<file path="config.mk">
export PLATFORM = sky130hd
export DESIGN_NAME = alu_arbiter
export DESIGN_NICKNAME = d
export VERILOG_FILES = /design/src/rtl/alu_arbiter.sv
export SDC_FILE = /design/constraint.sdc
export NUM_CORES = 1
export LEC_CHECK = 0
export ABC_AREA = 1
export CAP_MARGIN = 10
export CORE_AREA = 2 2 94 73
export CTS_CLUSTER_SIZE = 12
export DETAILED_ROUTE_END_ITERATION = 10
export DIE_AREA = 0 0 96 75
export PLACE_DENSITY_LB_ADDON = 0.2
export SYNTH_ARGS = -nofsm -noshare
export SYNTH_HDL_FRONTEND = slang
export SYNTH_SLANG_ARGS = --single-unit
</file>
<file path="constraint.sdc">
create_clock -name clk -period 2.85 [get_ports clk]
set_clock_uncertainty 0.2 [all_clocks]
set_input_delay 0.57 -clock clk [delete_from_list [all_inputs] [get_ports clk]]
set_output_delay 0.57 -clock clk [all_outputs]
set_load 0.1 [all_outputs]
</file>
<file path="src/rtl/alu_arbiter.sv">
// rtl/alu_arbiter.sv - two-requester round-robin arbiter sharing one AND/ADD ALU
// A single result register (EMPTY/FULL) holds one result; it accepts a new op whenever it is empty or draining.
module alu_arbiter #(
  parameter int WIDTH = 16
) (
  input  logic             clk,
  input  logic             rst_n,
  input  logic             req0_valid,
  input  logic [WIDTH-1:0] req0_a,
  input  logic [WIDTH-1:0] req0_b,
  input  logic             req0_f,
  input  logic             req0_no,
  output logic             req0_ready,
  input  logic             req1_valid,
  input  logic [WIDTH-1:0] req1_a,
  input  logic [WIDTH-1:0] req1_b,
  input  logic             req1_f,
  input  logic             req1_no,
  output logic             req1_ready,
  output logic             res_valid,
  output logic [WIDTH-1:0] res_data,
  output logic             res_id,
  input  logic             res_ready
);

  typedef enum logic {S_EMPTY = 1'b0, S_FULL = 1'b1} state_t;

  state_t           r_state;
  state_t           w_state_nxt;
  logic             r_last_grant;
  logic             r_res_id;
  logic [WIDTH-1:0] r_res_data;

  logic             w_free;
  logic             w_gnt0;
  logic             w_gnt1;
  logic             w_xfer;
  logic [WIDTH-1:0] w_a;
  logic [WIDTH-1:0] w_b;
  logic             w_f;
  logic             w_no;
  logic [WIDTH-1:0] w_t;
  logic [WIDTH-1:0] w_alu;

  assign w_free = (r_state == S_EMPTY) || res_ready;

  // On a tie, requester 1 wins only if requester 0 was granted last.
  assign w_gnt1 = req1_valid && (!req0_valid || !r_last_grant);
  assign w_gnt0 = req0_valid && !w_gnt1;

  assign req0_ready = rst_n && w_free && w_gnt0;
  assign req1_ready = rst_n && w_free && w_gnt1;
  assign w_xfer     = req0_ready || req1_ready;

  assign w_a   = w_gnt1 ? req1_a  : req0_a;
  assign w_b   = w_gnt1 ? req1_b  : req0_b;
  assign w_f   = w_gnt1 ? req1_f  : req0_f;
  assign w_no  = w_gnt1 ? req1_no : req0_no;
  assign w_t   = w_f ? (w_a + w_b) : (w_a & w_b);
  assign w_alu = w_no ? ~w_t : w_t;

  always_comb begin
    w_state_nxt = r_state;
    case (r_state)
      S_EMPTY: if (w_xfer) w_state_nxt = S_FULL;
      S_FULL:  if (res_ready && !w_xfer) w_state_nxt = S_EMPTY;
    endcase
  end

  always_ff @(posedge clk or negedge rst_n) begin
    if (!rst_n) begin
      r_state      <= S_EMPTY;
      r_res_data   <= '0;
      r_res_id     <= 1'b0;
      r_last_grant <= 1'b1;
    end else begin
      r_state <= w_state_nxt;
      if (w_xfer) begin
        r_res_data   <= w_alu;
        r_res_id     <= w_gnt1;
        r_last_grant <= w_gnt1;
      end
    end
  end

  assign res_valid = (r_state == S_FULL);
  assign res_data  = r_res_data;
  assign res_id    = r_res_id;

endmodule
</file>
Yosys cells after proc, flatten, opt, wreduce, memory -nomap -nowiden
Index checks and enable logic that the tools add are counted.

Output and inout port bits: 20. Input bits: 73. Register bits: 19.

Reductions and logical operators: 13. Add/subtract/negate cells: 1. Mux-type cells: 9. Bitwise logic cells: 3.

Operator list (number): 2-to-1 mux 16 bit (4); adder 16 bit (1); bitwise AND 16 bit (1); inverter 16 bit (1); logical AND 1 bit (6); logical NOT 1 bit (4); 2-to-1 mux 1 bit (4); logical OR 1 bit (3); one-hot mux 1 bit (2 select lines) (1); inverter 1 bit (1).

Longest topological paths before layout
Depth after elaboration: 11. Mapped depth: 20.

Least setup slack after synthesis
No wires, ideal clock.

Path kind: input -> register. Start: input req0_valid. End: register r_res_data[8], in the netlist res_data[8]. Path buffers: 1. Path slack: -0.019 ns. Stages on the path: 17. Required time: 2.530 ns. Arrival time: 2.549 ns. Path through: nand2_1 -> nand2_4 -> inv_4 -> clkbuf_1 -> nand2_1 -> nand2_1 -> ha_1 -> fa_1 -> nand3_1 -> nand3_1 -> a21oi_1 -> xnor2_1 -> nand2_1 -> nand2_1 -> nand2_1 -> nand3_1 -> nand2_1.

Cells in the longest elaborated chain, start to end: 8. Elaborated cells between the ends (all ways): 17. Classes of those cells: add/sub (1); mux (6); bitwise (2); reduce/logical (8).

Ends and longest elaborated chain: start, declared (line 8) `input logic req0_valid,`; logical NOT 1 bit (line 48) `assign w_gnt1 = req1_valid && (!req0_valid || !r_last_grant);`; logical OR 1 bit (line 48); logical AND 1 bit (line 48); 2-to-1 mux 16 bit, on equally long branches (line 55, 56); adder 16 bit / bitwise AND 16 bit (equally long branches) (line 59) `assign w_t = w_f ? (w_a + w_b) : (w_a & w_b);`; 2-to-1 mux 16 bit (line 59); inverter 16 bit (line 60) `assign w_alu = w_no ? ~w_t : w_t;`; 2-to-1 mux 16 bit (line 60); end signal, assigned (line 79) `r_res_data <= w_alu;`; end, declared (line 32) `logic [WIDTH-1:0] r_res_data;`.

Several ways; a longest one is shown, not always the timed one. A chain may end at the register's enable or synchronous reset.

Worst setup path after layout
Start: input req0_valid. End: register r_res_data[14], in the netlist res_data[14].

The elaborated chain is that of the path after synthesis.

==> out/metrics.yaml <==
max_freq_ghz: 0.369
yosysSeqAreaShare_pct: 19.1
clock_path_buffers: 2
num_vias: 3182
dp_hpwl_um: 6310
cts_tree: "built"
cp_slowest_cell: "fa_2"
grt_pass1_vias: 2990
outcome: "complete, no violations"
yosys.area_share.simple_pct: 53.8
required_ps: 2800
synth.distinct_cells: 32
finalSetupTns_ps: 0
syn_nets: 541
critPathMaxStageDelay_ps: 350
io_pins: 93
drt-total-wl_um: 7930
syn_to_final_growth_pct: 60.9
port-buffer-count: 92
r2r-start: "r_last_grant$_DFFE_PN1P_"
grt_max_degree: 27
core_area_um2: 6220
cts_made_buffers: 3
synth_area_leaders: "nand2_1 38%, dfrtp_1 18%, nand3_1 8.4%"
yosys.area_share.adder_pct: 8.82
rows: 25
routedWlPerCell_um: 12.1
cap_violations: 0
share_comb_of_total_power_pct: 76.8
design_area_um2: 4020
gp_congestion: 0.951
power.internal_w: 0.00113
slew_viol_final: 0
final_nets: 667
fin_total_pwr_w: 0.00264
min_path_type: "reg2reg"
setup_viol: 0
antenna_found_initial: 0
overflow: 0
cp.arrival_ps: 2660
multiInputGateArea_um2: 1970
syn-cell-area_um2: 2500
first_pass_iters: 4
cp_max_fo: 10
min_period_over_period_pct: 95.1
track_usage_pct: 22.9
synth_top_family_by_area: "simple AND/OR/NAND/NOR gates"
syn_area_per_cell_um2: 5.54
startpoint: "req0_valid"
pwr_density_cell_nw_per_um2: 658
drive_gt1_share_pct: 19.3
p_leak_nw: 2.18
insertion_delay_ps: 260
die_w_um: 96
pwr-share-clk_pct: 7.1
vias_per_cell: 4.84
ctsRootBufferMaster: "clkbuf_8"
ys.flop_type: "dfrtp_1"
synthMuxAreaShare_pct: 0.802
cts.clk_slew.worst_paths_ps: 70
nFillCells: 577
ys_seq_elements: 19
crit_type: "in2reg"
grt_pass1_wl_um: 13000
seq_area_um2: 477
swShare_pct: 57.2
rsz0062_at_grt: "yes"
antenna_left: 0
synthXorXnorAreaFrac_pct: 2.45
synth-compound-area-share_pct: 5.21
startpoint_type: "input pin"
finalCriticalPeriod_ps: 2710
n_antenna_cell: 0
synth-warning-count: 0
tightest_slew_ps: 324
hp-start: "r_last_grant$_DFFE_PN1P_"
hold_viol: 0
clock-sinks: 19
htreeDepth: 1
synth_edf_count: 0
yosysTopAreaCell: "nand2_1"
die_area_um2: 7200
synthTopCellsByCount: "253 x nand2_1, 43 x inv_1, 42 x nand3_1"
ir_drop_mv: 0.532
seq_power_share_pct: 16.1
crit_chain: "dlygate4sd2_1 > nand2_2 > nand2_4 > buf_12 > nand2_1 > nand2_1 > ha_2 > fa_2 > buf_4 > nand2_1 > nand3_2 > nand2_2 > nand2_1 > nand2_1 > nand3_2 > nand2_1 > nand2_1 > nand3_1 > nand2_1"
p_sw_w: 0.00151
synth_top_area_share_pct: 38.0
crit_path_end_kind: "register"
drtIter0Drc: 143
netlist_instances: 451
dpl_cell_area_um2: 3760
crit_top_cell: "nand2_1"
die_h_um: 75
synthMostInstantiatedCell: "nand2_1"
hold_buffers: 0
async_flop_share_pct: 100
drc: 0
relSlewSlack_pct: 78.4
start_util_pct: 40.1
[registers in the layout, indices dropped and copies added (netlist names)]
signal / flops
r_last_grant: 1
res_id: 1
res_valid: 1
res_data: 16
[cell families (layout without fill, tap and decap cells)]
group	after synthesis	in the layout
compound gates	22	22
mux	2	2
buf+inv	61	186
xor+xnor	7	7
fa+ha+maj	17	17
simple gates	323	323
flops	19	19
[critical path: cells and delay by family]
| kind | cells | cell delay [ps] |
|---|---|---|
| and+or+nand+nor | 14 | 990 |
| adders and majority gates | 2 | 540 |
| buffers and inverters | 3 | 580 |
[routing by layer]
| layer | wire length (µm) | vias to the layer above | global-route usage, % |
|---|---|---|---|
| met1 | 3570 | 1427 | 29.9 |
| met5 | 0 | - | 0 |
| met4 | 79 | 0 | 3.81 |
| li1 | - | 1643 | - |
| met3 | 468 | 11 | 2.50 |
| met2 | 3820 | 101 | 41.7 |
[final timing paths]
kind                                       endpoint  slack [ps]  cells past startpoint
setup / recovery           res_data[14]$_DFFE_PN0P_         140                     19
hold / removal             r_last_grant$_DFFE_PN1P_         280                      2
setup reg to reg           res_data[12]$_DFFE_PN0P_         170                     18
hold reg to reg            r_last_grant$_DFFE_PN1P_         280                      2
max in group asynchronous  r_last_grant$_DFFE_PN1P_        1670                      2
min in group asynchronous  res_data[13]$_DFFE_PN0P_         510                      2
[cells in the final DEF, fill, tap and decap left out, types with 5 or more instances in the layout]
| cell | instances |
|---|---|
| ha_1 | 5 |
| inv_1 | 43 |
| dfrtp_1 | 18 |
| nand2_2 | 5 |
| ha_4 | 10 |
| nand2_1 | 248 |
| nor2_1 | 6 |
| clkdlybuf4s50_1 | 70 |
| nor2_2 | 6 |
| nand3_1 | 39 |
| a21oi_1 | 6 |
| buf_4 | 56 |
[stage by stage]
| stage | setup WS [ps] | instances | utilization (%) | hold slack, ps |
|---|---|---|---|---|
| 2_1_floorplan | 16.1 | 451 | - | 74.4 |
| 3_3_place_gp | -439 | 652 | 60.5 | 260 |
| 3_5_place_dp | -448 | 652 | 60.5 | 260 |
| 4_1_cts | 117 | 657 | 63.6 | 278 |
| 5_1_grt | -62.2 | 657 | 64.6 | 306 |
| 6_report | 140 | 657 | 64.6 | 279 |
[layout make-up]
class / count / share of cell area, %
multi-input combinational: 371 / 48.9
timing repair buffer: 134 / 30.9
sequential: 19 / 11.9
inverter: 48 / 4.67
tap: 81 / 2.52
clock buffer: 4 / 1.12
[power groups by stage]
stage               clock, W  sequential (W)  combinational (W)
floorplan                  0         0.00110           0.000685
global placement           0        0.000424            0.00190
detailed placement         0        0.000429            0.00192
CTS                 0.000196        0.000426            0.00200
global route        0.000207        0.000436            0.00219
finish              0.000189        0.000426            0.00203
[what timing repair did]
item                       4_1_cts  5_1_grt
gates resized for setup         26       11
gates cloned                     0        0
setup buffers                    1        0
pin swaps                        5        5
setup endpoints to repair       13       10
Power figures use the tool's default switching activity.
